==> config.mk <==
export PLATFORM = sky130hd
export DESIGN_NAME = board_mem_arbiter
export DESIGN_NICKNAME = d
export VERILOG_FILES = /design/src/rtl/board_mem_arbiter.sv
export SDC_FILE = /design/constraint.sdc
export NUM_CORES = 1
export LEC_CHECK = 0
export CAP_MARGIN = 20
export CORE_MARGIN = 2
export CORE_UTILIZATION = 38
export DETAILED_ROUTE_END_ITERATION = 16
export HOLD_SLACK_MARGIN = 0.05
export PLACE_DENSITY = 0.87
export SETUP_SLACK_MARGIN = 0.1
export SLEW_MARGIN = 30
export SYNTH_ARGS = -nofsm -noshare
export SYNTH_HDL_FRONTEND = slang
export SYNTH_SLANG_ARGS = --single-unit
==> constraint.sdc <==
create_clock -name clock -period 2.4 [get_ports clock]
set_clock_uncertainty 0.2 [all_clocks]
set_input_delay 0.36 -clock clock [delete_from_list [all_inputs] [get_ports clock]]
set_output_delay 0.36 -clock clock [all_outputs]
set_load 0.01 [all_outputs]
==> src/rtl/board_mem_arbiter.sv <==
// board_mem_arbiter
// Shares the single-port board RAM between the flipper (0, read/write),
// the validator (1, read) and the display scanner (2, read).
//   clock, reset           : rising-edge clock, async active-high reset
//   req/we/addr/wdata_x_i  : per-requester access request, held until gnt
//   gnt_x_o                : one-cycle grant pulse (registered)
//   rvalid_x_o, rdata_o    : read return, rdata_o shared and qualified by rvalid
//   lock0_i                : flipper keeps top priority while set
//   mem_*                  : RAM port; mem_rdata_i valid RD_LAT cycles after address
//   oob_o                  : pulse in the grant cycle of an off-board access
module board_mem_arbiter #(
    parameter int ADDR_W  = 7,
    parameter int DATA_W  = 2,
    parameter int N_CELLS = 100,
    parameter int RD_LAT  = 1
) (
    input  logic              clock,
    input  logic              reset,
    input  logic              req_0_i,
    input  logic              we_0_i,
    input  logic [ADDR_W-1:0] addr_0_i,
    input  logic [DATA_W-1:0] wdata_0_i,
    output logic              gnt_0_o,
    output logic              rvalid_0_o,
    input  logic              req_1_i,
    input  logic              we_1_i,
    input  logic [ADDR_W-1:0] addr_1_i,
    input  logic [DATA_W-1:0] wdata_1_i,
    output logic              gnt_1_o,
    output logic              rvalid_1_o,
    input  logic              req_2_i,
    input  logic              we_2_i,
    input  logic [ADDR_W-1:0] addr_2_i,
    input  logic [DATA_W-1:0] wdata_2_i,
    output logic              gnt_2_o,
    output logic              rvalid_2_o,
    input  logic              lock0_i,
    output logic [DATA_W-1:0] rdata_o,
    output logic [ADDR_W-1:0] mem_addr_o,
    output logic              mem_we_o,
    output logic [DATA_W-1:0] mem_wdata_o,
    input  logic [DATA_W-1:0] mem_rdata_i,
    output logic              oob_o
);
    logic [2:0]             req, we;
    logic [2:0][ADDR_W-1:0] addr;
    logic [2:0][DATA_W-1:0] wdata;

    assign req   = {req_2_i, req_1_i, req_0_i};
    assign we    = {we_2_i, we_1_i, we_0_i};
    assign addr  = {addr_2_i, addr_1_i, addr_0_i};
    assign wdata = {wdata_2_i, wdata_1_i, wdata_0_i};

    logic [2:0]        gnt_q;
    logic [1:0]        ptr_q;
    logic [ADDR_W-1:0] mem_addr_q;
    logic              mem_we_q;
    logic [DATA_W-1:0] mem_wdata_q;
    logic              oob_q;

    // Read tracking. Stage 0 is loaded together with gnt (the address cycle);
    // stage RD_LAT lines up with the cycle the RAM presents the data.
    logic [RD_LAT:0]      vld_pipe_q;
    logic [RD_LAT:0]      oob_pipe_q;
    logic [RD_LAT:0][1:0] id_pipe_q;

    // A requester granted in this cycle still shows its old req; mask it.
    logic [2:0] elig;
    assign elig = req & ~gnt_q;

    logic       win_vld;
    logic [1:0] win_id;
    logic [2:0] slot;

    always_comb begin
        win_vld = 1'b0;
        win_id  = 2'd0;
        slot    = 3'd0;
        for (int k = 0; k < 3; k++) begin
            slot = {1'b0, ptr_q} + 3'(k);
            if (slot >= 3'd3) slot = slot - 3'd3;
            if (!win_vld && elig[slot[1:0]]) begin
                win_vld = 1'b1;
                win_id  = slot[1:0];
            end
        end
    end

    logic [ADDR_W-1:0] sel_addr;
    logic [DATA_W-1:0] sel_wdata;
    logic              sel_we, sel_oob;
    logic [1:0]        ptr_d;

    assign sel_addr  = addr[win_id];
    assign sel_wdata = wdata[win_id];
    assign sel_we    = we[win_id];
    assign sel_oob   = int'(sel_addr) >= N_CELLS;
    // A locked flipper grant leaves the pointer on itself.
    assign ptr_d     = (lock0_i && win_id == 2'd0) ? 2'd0 :
                       (win_id == 2'd2) ? 2'd0 : win_id + 2'd1;

    always_ff @(posedge clock or posedge reset) begin
        if (reset) begin
            gnt_q       <= '0;
            ptr_q       <= '0;
            mem_addr_q  <= '0;
            mem_we_q    <= 1'b0;
            mem_wdata_q <= '0;
            oob_q       <= 1'b0;
            vld_pipe_q  <= '0;
            oob_pipe_q  <= '0;
            id_pipe_q   <= '0;
        end else begin
            gnt_q    <= '0;
            mem_we_q <= 1'b0;
            oob_q    <= 1'b0;
            if (win_vld) begin
                gnt_q[win_id] <= 1'b1;
                mem_addr_q    <= sel_addr;
                mem_we_q      <= sel_we & ~sel_oob;
                mem_wdata_q   <= sel_wdata;
                oob_q         <= sel_oob;
                ptr_q         <= ptr_d;
            end
            // Writes (including suppressed off-board ones) never return data.
            vld_pipe_q[0] <= win_vld & ~sel_we;
            oob_pipe_q[0] <= sel_oob;
            id_pipe_q[0]  <= win_id;
            for (int i = 1; i <= RD_LAT; i++) begin
                vld_pipe_q[i] <= vld_pipe_q[i-1];
                oob_pipe_q[i] <= oob_pipe_q[i-1];
                id_pipe_q[i]  <= id_pipe_q[i-1];
            end
        end
    end

    logic       tail_vld;
    logic [1:0] tail_id;
    assign tail_vld = vld_pipe_q[RD_LAT];
    assign tail_id  = id_pipe_q[RD_LAT];

    assign gnt_0_o     = gnt_q[0];
    assign gnt_1_o     = gnt_q[1];
    assign gnt_2_o     = gnt_q[2];
    assign rvalid_0_o  = tail_vld && tail_id == 2'd0;
    assign rvalid_1_o  = tail_vld && tail_id == 2'd1;
    assign rvalid_2_o  = tail_vld && tail_id == 2'd2;
    // Driven to zero between returns so it reads 0 out of reset.
    assign rdata_o     = !tail_vld ? '0 : oob_pipe_q[RD_LAT] ? '1 : mem_rdata_i;
    assign mem_addr_o  = mem_addr_q;
    assign mem_we_o    = mem_we_q;
    assign mem_wdata_o = mem_wdata_q;
    assign oob_o       = oob_q;
endmodule

==> impl_results.md, run 1 <==
* Largest net degree at the start of global routing at 25
* Initial antenna violation count at 0
* Setup crit start kind: register
* Main flop type after synthesis: dfrtp_1
* Area Overhead vs Synth at 112%
* Synthesized net count at 181
* Cell variety after synth at 44
* Htree depth at 1
* WHS at 158 ps
* Sequential area share after synthesis at 43.9%
* Area after DPL at 2320 µm²
* CTS buffer count at 3
* Reg2reg path depth at 10
* Crit path launch: ptr_q[0]
* Peak supply drop at 0.941 mV
* Max FO, Critical Path at 5
* Slew HR at 68.6%
* Worst setup EP type: register
* Post-route cell area at 2910 µm²
* Worst EP required at 2480 ps
* Switching part of the total at 41.7%
* GRT Overall Usage at 25.2%
* Layout cells sized above 1 at 46.1%
* Sw Pwr at 2000 µW
* Power, Total at 4800 µW
* Final Slew Violations at 0
* CP arrival at 2910 ps
* Final core occ at 85.8%
* CTS Sinks at 24
* Hold Vio Cnt, Final at 0
* Root buf cell: clkbuf_4
* Starting density of the core at 40.4%
* Leakage at 0.00125 µW
* Die ar. at 4100 µm²
* Logic pwr share at 78.9%
* Later-pin clock latency in the skew report at 330 ps
* Global-route wire length before repair at 7980 µm
* Drt wl/cell at 20.2 µm
* GP Congestion at 0.867
* Remaining DRCs at 0
* Hpwl dp at 3180 µm
* Pin slew with the least headroom to its limit at 472 ps
* Synth top area share at 43.9%
* Cell area power density at 1650 nW/µm²
* Mean Syn Cell Area at 9.78 µm²
* Post-Synthesis Cell Area at 1370 µm²
* Most common cell in the synthesized netlist: dfrtp_1
* Post-synth EDFFs at 0
* GRT Residual Overflow at 0
* Fin nets at 296
* Hold Crit Class: in -> async
* Clock-pin slew on the worst setup and hold paths at 150 ps
* Chip height at 64.0 µm
* CTS tree: built
* Max Cap Violations at 0
* Area contributors post-synth: dfrtp_1, nand2_1, ha_1
* Cell-internal power at 2800 µW
* Synth cell count leaders: dfrtp_1, nand2_1, inv_1, nor2_1, o21ai_0
* DRT antenna net count at 0
* DRT Wirelength at 6050 µm
* Internal reg-to-reg setup slack at -420 ps
* Vias/cell at 5.58
* Buffers on Ports at 56
* I/O pin cnt at 57
* Clk buf depth at 2
* Finish-stage setup viols at 15
* Synthesized flop and latch total at 24
* FMAX at 354 MHz
* Routed via count at 1674
* # rows at 21
* Pre-antenna DRT Iters at 4
* Yosys top cell by area: dfrtp_1
* Yosys warnings at 0
* Failing checks: negative setup slack
* Post-Synthesis Cells at 140
* Ant. Diodes at 0
* Period utilisation layout at 118%
* Crit Path Class: reg -> reg
* Unrepaired setup endpoints after global routing: yes
* Sequential power share at 14.8%
* Worst R2R Start: ptr_q[0]
* Die width at 64.0 µm
* Async SR Flop Fraction at 100%
* Fin crit period at 2820 ps
* Clock power frac at 6.2%
* Status: finished with violations
* Core area at 3390 µm²
* Number of DRC markers in iteration 0 at 93
* Final WS setup at -425 ps
* Number of global-route vias before repair at 1683
[routing by layer]
| metal | global-route usage (%) | wire length (µm) |
|---|---|---|
| met4 | 13.0 | 245 |
| met2 | 44.9 | 3090 |
| met3 | 6.34 | 366 |
| met5 | 0 | 0 |
| met1 | 27.2 | 2350 |
[registers in the layout, summed over array words and instances (netlist names)]
name,count
mem_addr_o,7
tail_id,2
oob_o,1
oob_pipe_q,2
mem_wdata_o,2
gnt_q,3
vld_pipe_q,2
ptr_q,2
id_pipe_q,2
mem_we_o,1
[logic make-up after synthesis]
family          synth area share (%)
compound gates                  22.2
fa+ha+maj                       2.74
buf+inv                         3.56
flops                           43.9
mux                             4.66
simple gates                    22.9
[placed cells by master (no fill, tap or decap), drive strengths merged, types with 3 or more instances in the layout]
master / Yosys / layout
a31oi: 4 / 4
o21ai: 7 / 7
buf: 1 / 56
ha: 3 / 3
mux2: 3 / 3
nand2b: 4 / 4
a22oi: 3 / 3
a2111oi: 3 / 3
and2: 3 / 3
nor2: 10 / 10
clkdlybuf4s50: 0 / 56
clkbuf: 1 / 3
nand2: 17 / 17
nand3b: 5 / 5
a21o: 3 / 3
a21oi: 7 / 7
mux2i: 3 / 3
inv: 10 / 10
a221oi: 3 / 3
dfrtp: 24 / 24
[power groups by stage]
stage | logic [µW] | clock network (µW) | registers, µW
floorplan | 1340 | 0 | 745
global placement | 2300 | 0 | 708
detailed placement | 2370 | 0 | 712
CTS | 2900 | 293 | 707
global route | 3980 | 322 | 732
finish | 3790 | 299 | 712
[worst max-delay path, cell delays in order, from the launching register on]
cell and delay [ps]:
dfrtp_1 430, buf_6 130, ha_4 160, or3b_4 410
a21oi_4 210, o32ai_4 170, buf_6 170, a2111oi_4 330
a221oi_2 100, a32oi_2 310, and2_1 170
[path summary, 6_finish.rpt]
kind	to
setup / recovery	oob_o
hold / removal	mem_addr_o[4]
setup reg to reg	oob_o
hold reg to reg	oob_pipe_q[1]
max in group asynchronous	ptr_q[1]
min in group clock	oob_pipe_q[1]
[stage by stage]
step / setup TNS [ps] / instances / setup slack (ps)
2_1_floorplan: -184 / 140 / -107
3_3_place_gp: -3430 / 269 / -391
3_5_place_dp: -4120 / 269 / -467
4_1_cts: -2380 / 287 / -332
5_1_grt: -4760 / 300 / -510
6_report: -3600 / 300 / -425
[repair_timing]
item                       4_1_cts  5_1_grt
setup endpoints to repair       16       19
pin swaps                       15       23
resized for setup               35       40
buffers inserted                14       17
hold buffers                     0        0
[final cells by class]
type	count	area (µm²)
Clock buffer	3	22.5
Clock inverter	1	30.0
Sequential cell	24	602
Tap cell	46	57.6
Multi-Input combinational cell	104	1080
Inverter	10	40.0
Timing Repair Buffer	112	1080
Fill cell	159	482
No activity file was read; power rests on OpenSTA's default activity.
==> run 2: changes to the inputs <==
Settings changed: CAP_MARGIN 20 to 40.
==> results of run 2 <==
The final DEF is identical to that of run 1; final timing and power are the same.
